### src/rtl/up_down_cmd_ctrl_pkg.sv
// Shared encodings for the up/down command front-end and the counter bench.
package up_down_pkg;

  typedef enum logic [1:0] {
    ST_IDLE   = 2'd0,
    ST_DELAY  = 2'd1,
    ST_REPEAT = 2'd2
  } state_e;

  typedef enum logic {
    DIR_UP   = 1'b0,
    DIR_DOWN = 1'b1
  } dir_e;

  function automatic int unsigned max_u(input int unsigned a, input int unsigned b);
    return (a > b) ? a : b;
  endfunction

endpackage

### src/rtl/up_down_cmd_ctrl_btn_debounce.sv
// Two-flop synchroniser plus counting debouncer for one raw push-button.
module btn_debounce #(
  parameter int unsigned DEBOUNCE_CYCLES = 4
) (
  input  logic i_clk,
  input  logic i_rst_n,
  input  logic i_btn,
  output logic o_level,
  output logic o_rise
);

  localparam int unsigned CW = $clog2(DEBOUNCE_CYCLES + 1);

  logic          sync1_q, sync2_q;
  logic [CW-1:0] cnt_q, cnt_d;
  logic          level_q, level_d;
  logic          level_dly_q;

  // The Nth consecutive differing sample flips the level directly.
  always_comb begin
    cnt_d   = '0;
    level_d = level_q;
    if (sync2_q != level_q) begin
      if (cnt_q == CW'(DEBOUNCE_CYCLES - 1)) begin
        level_d = ~level_q;
      end else begin
        cnt_d = cnt_q + 1'b1;
      end
    end
  end

  always_ff @(posedge i_clk) begin
    if (!i_rst_n) begin
      sync1_q     <= 1'b0;
      sync2_q     <= 1'b0;
      cnt_q       <= '0;
      level_q     <= 1'b0;
      level_dly_q <= 1'b0;
    end else begin
      sync1_q     <= i_btn;
      sync2_q     <= sync1_q;
      cnt_q       <= cnt_d;
      level_q     <= level_d;
      level_dly_q <= level_q;
    end
  end

  assign o_level = level_q;
  assign o_rise  = level_q & ~level_dly_q;

endmodule

### src/rtl/up_down_cmd_ctrl.sv
// Button front-end: debounced presses become one-hot load/up/down pulses with auto-repeat.
module up_down_cmd_ctrl
  import up_down_pkg::*;
#(
  parameter int unsigned DATA_WIDTH      = 5,
  parameter int unsigned DEBOUNCE_CYCLES = 4,
  parameter int unsigned REPEAT_DELAY    = 8,
  parameter int unsigned REPEAT_PERIOD   = 2
) (
  input  logic                  i_clk,
  input  logic                  i_rst_n,
  input  logic                  i_btn_up,
  input  logic                  i_btn_down,
  input  logic                  i_btn_load,
  input  logic [DATA_WIDTH-1:0] i_sw_value,
  input  logic                  i_high,
  input  logic                  i_low,
  output logic                  o_load,
  output logic                  o_up,
  output logic                  o_down,
  output logic [DATA_WIDTH-1:0] o_in
);

  localparam int unsigned TW = $clog2(max_u(REPEAT_DELAY, REPEAT_PERIOD) + 1);

  logic up_lvl, up_rise, dn_lvl, dn_rise, ld_lvl, ld_rise;
  logic up_evt, dn_evt, ld_evt, conflict, dir_lvl;

  state_e                state_q, state_d;
  dir_e                  dir_q, dir_d;
  logic [TW-1:0]         timer_q, timer_d, timer_inc;
  logic                  load_q, load_d, up_q, up_d, down_q, down_d;
  logic [DATA_WIDTH-1:0] in_q, in_d;

  btn_debounce #(.DEBOUNCE_CYCLES(DEBOUNCE_CYCLES)) u_db_up (
    .i_clk(i_clk), .i_rst_n(i_rst_n), .i_btn(i_btn_up),
    .o_level(up_lvl), .o_rise(up_rise)
  );

  btn_debounce #(.DEBOUNCE_CYCLES(DEBOUNCE_CYCLES)) u_db_down (
    .i_clk(i_clk), .i_rst_n(i_rst_n), .i_btn(i_btn_down),
    .o_level(dn_lvl), .o_rise(dn_rise)
  );

  btn_debounce #(.DEBOUNCE_CYCLES(DEBOUNCE_CYCLES)) u_db_load (
    .i_clk(i_clk), .i_rst_n(i_rst_n), .i_btn(i_btn_load),
    .o_level(ld_lvl), .o_rise(ld_rise)
  );

  assign up_evt   = up_rise & up_lvl;
  assign dn_evt   = dn_rise & dn_lvl;
  assign ld_evt   = ld_rise & ld_lvl;
  assign conflict = up_lvl & dn_lvl;
  assign dir_lvl  = (dir_q == DIR_UP) ? up_lvl : dn_lvl;

  always_comb begin
    state_d   = state_q;
    dir_d     = dir_q;
    timer_d   = timer_q;
    load_d    = 1'b0;
    up_d      = 1'b0;
    down_d    = 1'b0;
    in_d      = in_q;
    timer_inc = (timer_q == '1) ? timer_q : timer_q + 1'b1;

    if (ld_evt) begin
      load_d  = 1'b1;
      in_d    = i_sw_value;
      state_d = ST_IDLE;
      timer_d = '0;
    end else if (conflict) begin
      state_d = ST_IDLE;
      timer_d = '0;
    end else if (state_q == ST_IDLE || !dir_lvl) begin
      // Releasing the held direction and pressing the other in one cycle starts the new press.
      state_d = ST_IDLE;
      timer_d = '0;
      if (dn_evt) begin
        down_d  = ~i_low;
        dir_d   = DIR_DOWN;
        state_d = ST_DELAY;
      end else if (up_evt) begin
        up_d    = ~i_high;
        dir_d   = DIR_UP;
        state_d = ST_DELAY;
      end
    end else begin
      case (state_q)
        ST_DELAY: begin
          if (timer_q == TW'(REPEAT_DELAY - 1)) begin
            state_d = ST_REPEAT;
            timer_d = '0;
            up_d    = (dir_q == DIR_UP)   & ~i_high;
            down_d  = (dir_q == DIR_DOWN) & ~i_low;
          end else begin
            timer_d = timer_inc;
          end
        end
        ST_REPEAT: begin
          if (timer_q == TW'(REPEAT_PERIOD - 1)) begin
            timer_d = '0;
            up_d    = (dir_q == DIR_UP)   & ~i_high;
            down_d  = (dir_q == DIR_DOWN) & ~i_low;
          end else begin
            timer_d = timer_inc;
          end
        end
        default: begin
          state_d = ST_IDLE;
          timer_d = '0;
        end
      endcase
    end
  end

  always_ff @(posedge i_clk) begin
    if (!i_rst_n) begin
      state_q <= ST_IDLE;
      dir_q   <= DIR_UP;
      timer_q <= '0;
      load_q  <= 1'b0;
      up_q    <= 1'b0;
      down_q  <= 1'b0;
      in_q    <= '0;
    end else begin
      state_q <= state_d;
      dir_q   <= dir_d;
      timer_q <= timer_d;
      load_q  <= load_d;
      up_q    <= up_d;
      down_q  <= down_d;
      in_q    <= in_d;
    end
  end

  assign o_load = load_q;
  assign o_up   = up_q;
  assign o_down = down_q;
  assign o_in   = in_q;

endmodule

### config.mk
export PLATFORM = sky130hd
export DESIGN_NAME = up_down_cmd_ctrl
export DESIGN_NICKNAME = d
export VERILOG_FILES = /design/src/rtl/up_down_cmd_ctrl_pkg.sv /design/src/rtl/up_down_cmd_ctrl_btn_debounce.sv /design/src/rtl/up_down_cmd_ctrl.sv
export SDC_FILE = /design/constraint.sdc
export NUM_CORES = 1
export LEC_CHECK = 0
export CORE_MARGIN = 4
export CORE_UTILIZATION = 57
export DETAILED_ROUTE_END_ITERATION = 10
export GPL_ROUTABILITY_DRIVEN = 0
export GPL_TIMING_DRIVEN = 0
export PLACE_DENSITY = 0.82
export SYNTH_ARGS = -nofsm -noshare
export SYNTH_HDL_FRONTEND = slang
export SYNTH_SLANG_ARGS = --single-unit
### constraint.sdc
create_clock -name i_clk -period 3.9 [get_ports i_clk]
set_clock_uncertainty 0.2 [all_clocks]
set_input_delay 0.78 -clock i_clk [delete_from_list [all_inputs] [get_ports i_clk]]
set_output_delay 0.78 -clock i_clk [all_outputs]
set_load 0.01 [all_outputs]
==> results.sh <==
export IMPL_ratio_of_routed_vias_to_standard_cells=5.15
export IMPL_end_kind="output port"
export IMPL_max_slew_worst_pin_slew_ns=0.707
export IMPL_drcViolationCount=0
export IMPL_die_area_um2=3590
export IMPL_via_count_of_the_first_global_routing_pass=1096
export IMPL_dp_hpwl_um=1940
export IMPL_power_ir_vdd_worst_mv=0.298
export IMPL_ant_nets=0
export IMPL_grt_start_max_net_pins=11
export IMPL_dieWidth_um=59.9
export IMPL_floorplan_io_pins=20
export IMPL_num_antenna_cells=0
export IMPL_syn_area_um2=1540
export IMPL_initial_core_util=0.609
export IMPL_ctsResizeCount=0
export IMPL_synth_enable_flop_cells=0
export IMPL_worst_slew_margin_rel=0.516
export IMPL_cts_buffers_inserted=5
export IMPL_arrival_ns=1.22
export IMPL_critical_path_top_delay_family="buffers and inverters"
export IMPL_final_seq_area_um2=721
export IMPL_p_leak_nw=0.670
export IMPL_area_growth_synth_to_final_pct=17.8
export IMPL_hold_class="register to register"
export IMPL_max_cap_violations=0
export IMPL_clock_tree_buffer_depth=2
export IMPL_dr_pass1_iters=4
export IMPL_final_nets=211
export IMPL_final_setup_vio_count=0
export IMPL_path_max_fanout=2
export IMPL_reg2reg_slack_ns=1.71
export IMPL_antenna_found_initial=0
export IMPL_synth_ff_latch_count=36
export IMPL_fill_cells=210
export IMPL_grt_first_pass_wirelength_um=4490
export IMPL_critical_path_slowest_cell="sky130_fd_sc_hd__clkdlybuf4s50_1"
export IMPL_final_util=0.718
export IMPL_required_ns=2.92
export IMPL_routed_via_count=1122
export IMPL_clock_fmax_mhz=454
export IMPL_synth_nets=185
export IMPL_synth_cells=162
export IMPL_root_buffer="sky130_fd_sc_hd__clkbuf_4"
export IMPL_routed_wl_um=2510
export IMPL_groute_usage_overall=0.169
export IMPL_final_common_cell="sky130_fd_sc_hd__dfxtp_1"
export IMPL_multi_input_comb_area_um2=722
export IMPL_worst_skew_pair_late_latency_ns=0.33
export IMPL_slowest_delay_ns=0.55
export IMPL_port_buffer_count=19
export IMPL_power_density_cell_area_nw_per_um2=314
export IMPL_final_layout_size_suffix_gt1_frac=0.0745
export IMPL_core_region_area_um2=2520
export IMPL_timing_setup_critical_path_class="register to output port"
export IMPL_clkSinkCount=36
export IMPL_grt_overflow_total=0
export IMPL_period_needed_ns=2.20
export IMPL_layout_cells_most_common_list="sky130_fd_sc_hd__dfxtp_1 (36), sky130_fd_sc_hd__nor2_1 (19), sky130_fd_sc_hd__clkdlybuf4s50_1 (19)"
export IMPL_yosysWarningCount=0
export IMPL_post_route_period_util=0.565
export IMPL_rsz0062_at_grt="false"
export IMPL_tns_ns=0
export IMPL_postCtsSetupBuffers=0
export IMPL_synth_async_sr_flop_share=0
export IMPL_startpoint_type="register"
export IMPL_ys_flop_type="sky130_fd_sc_hd__dfxtp_1"
export IMPL_outcome="finished, final reports clean"
export IMPL_crit_path_buf_inv_count=1
export IMPL_seq_area_frac_synth=0.469
export IMPL_wl_per_cell_um=11.5
export IMPL_maxSlewViolCount=0
export IMPL_detailedRoute_firstIterationViolations=23
export IMPL_floorplan_rows=18
export IMPL_synth_cell_types=34
export IMPL_final_hold_violation_count=0
export IMPL_crit_path_cell_trace="clkdlybuf4s50_1"
export IMPL_die_height_um=59.9
export IMPL_syn_area_per_cell_um2=9.48
export IMPL_htreeDepth=2
export IMPL_holdWs_ns=0.229
export IMPL_cts_tree="yes"
export IMPL_clk_transition_reported_paths_ns=0.09
export IMPL_cts_hold_buffers_added=0
where the power goes:
part           internal (mW)  switching, mW  leakage [nW]  total (mW)
Clock                 0.0663          0.109        0.0281       0.175
Combinational         0.0140        0.00740         0.351      0.0214
Sequential             0.371        0.00154         0.291       0.373
cell usage after synthesis (all sizes together), types with 2 or more instances:
cell type   n  area (um^2)
nor2b       6         37.5
nor2       19         71.3
nand3       5         30.0
and2       10         62.6
nand3b      5         37.5
nand2b      2         12.5
a211oi      3         32.5
inv        13         48.8
dfxtp      36          721
nor4        2         12.5
mux2i       5         50.1
a21oi       2         10.0
clkbuf      3         11.3
buf         3         33.8
a31oi       3         18.8
nand2      12         45.0
ha         11          138
o21ai       4         20.0
xor2        3         26.3
a21boi      5         37.5
final cells by class:
cell class                      count  area share
Inverter                           13      0.0270
Buffer                              6      0.0249
Multi-Input combinational cell    107       0.399
Sequential cell                    36       0.398
Clock inverter                      1     0.00276
Timing Repair Buffer               19       0.105
Tap cell                           30      0.0207
Clock buffer                        6      0.0228
sequential cells by signal, summed over array words and instances, names as in the netlist, 2 cells and up:
name             cells
o_in                 5
u_db_load.cnt_q      3
timer_q              4
u_db_up.cnt_q        3
state_q              2
u_db_down.cnt_q      3
cell families (layout without fill, tap and decap cells):
kind of cell    Yosys count  in the layout  share of synthesized area
simple gates             65             65                      0.222
xor+xnor                  4              4                     0.0228
compound gates           22             22                      0.103
fa+ha+maj                11             11                     0.0896
mux                       5              5                     0.0326
buf+inv                  19             45                     0.0611
flops                    36             36                      0.469
layer usage:
metal / up-vias / part of all wire / track usage
met5: - / 0 / 0
met4: 0 / 0.026 / 0.0949
met3: 7 / 0.031 / 0.0454
met2: 11 / 0.50 / 0.290
met1: 514 / 0.44 / 0.188
li1: 590 / - / -
path summary, 6_finish.rpt:
kind | end | from | cells after the start
max | o_in[4] | o_in[4] | 1
min | u_db_up.cnt_q[0] | u_db_up.cnt_q[0] | 1
max reg2reg | o_down | state_q[0] | 6
min reg2reg | u_db_up.cnt_q[0] | u_db_up.cnt_q[0] | 1
per-stage QoR:
step	std cells	power (mW)	setup WS [ns]	instance area, um^2
after floorplan	162	0.389	2.05	1540
after global placement	211	0.402	1.41	1760
after detailed placement	211	0.403	1.38	1760
after CTS	218	0.576	1.69	1810
after global routing	218	0.593	1.51	1810
final	218	0.569	1.70	1810
Note: power is estimated with default switching activity, not from simulation.
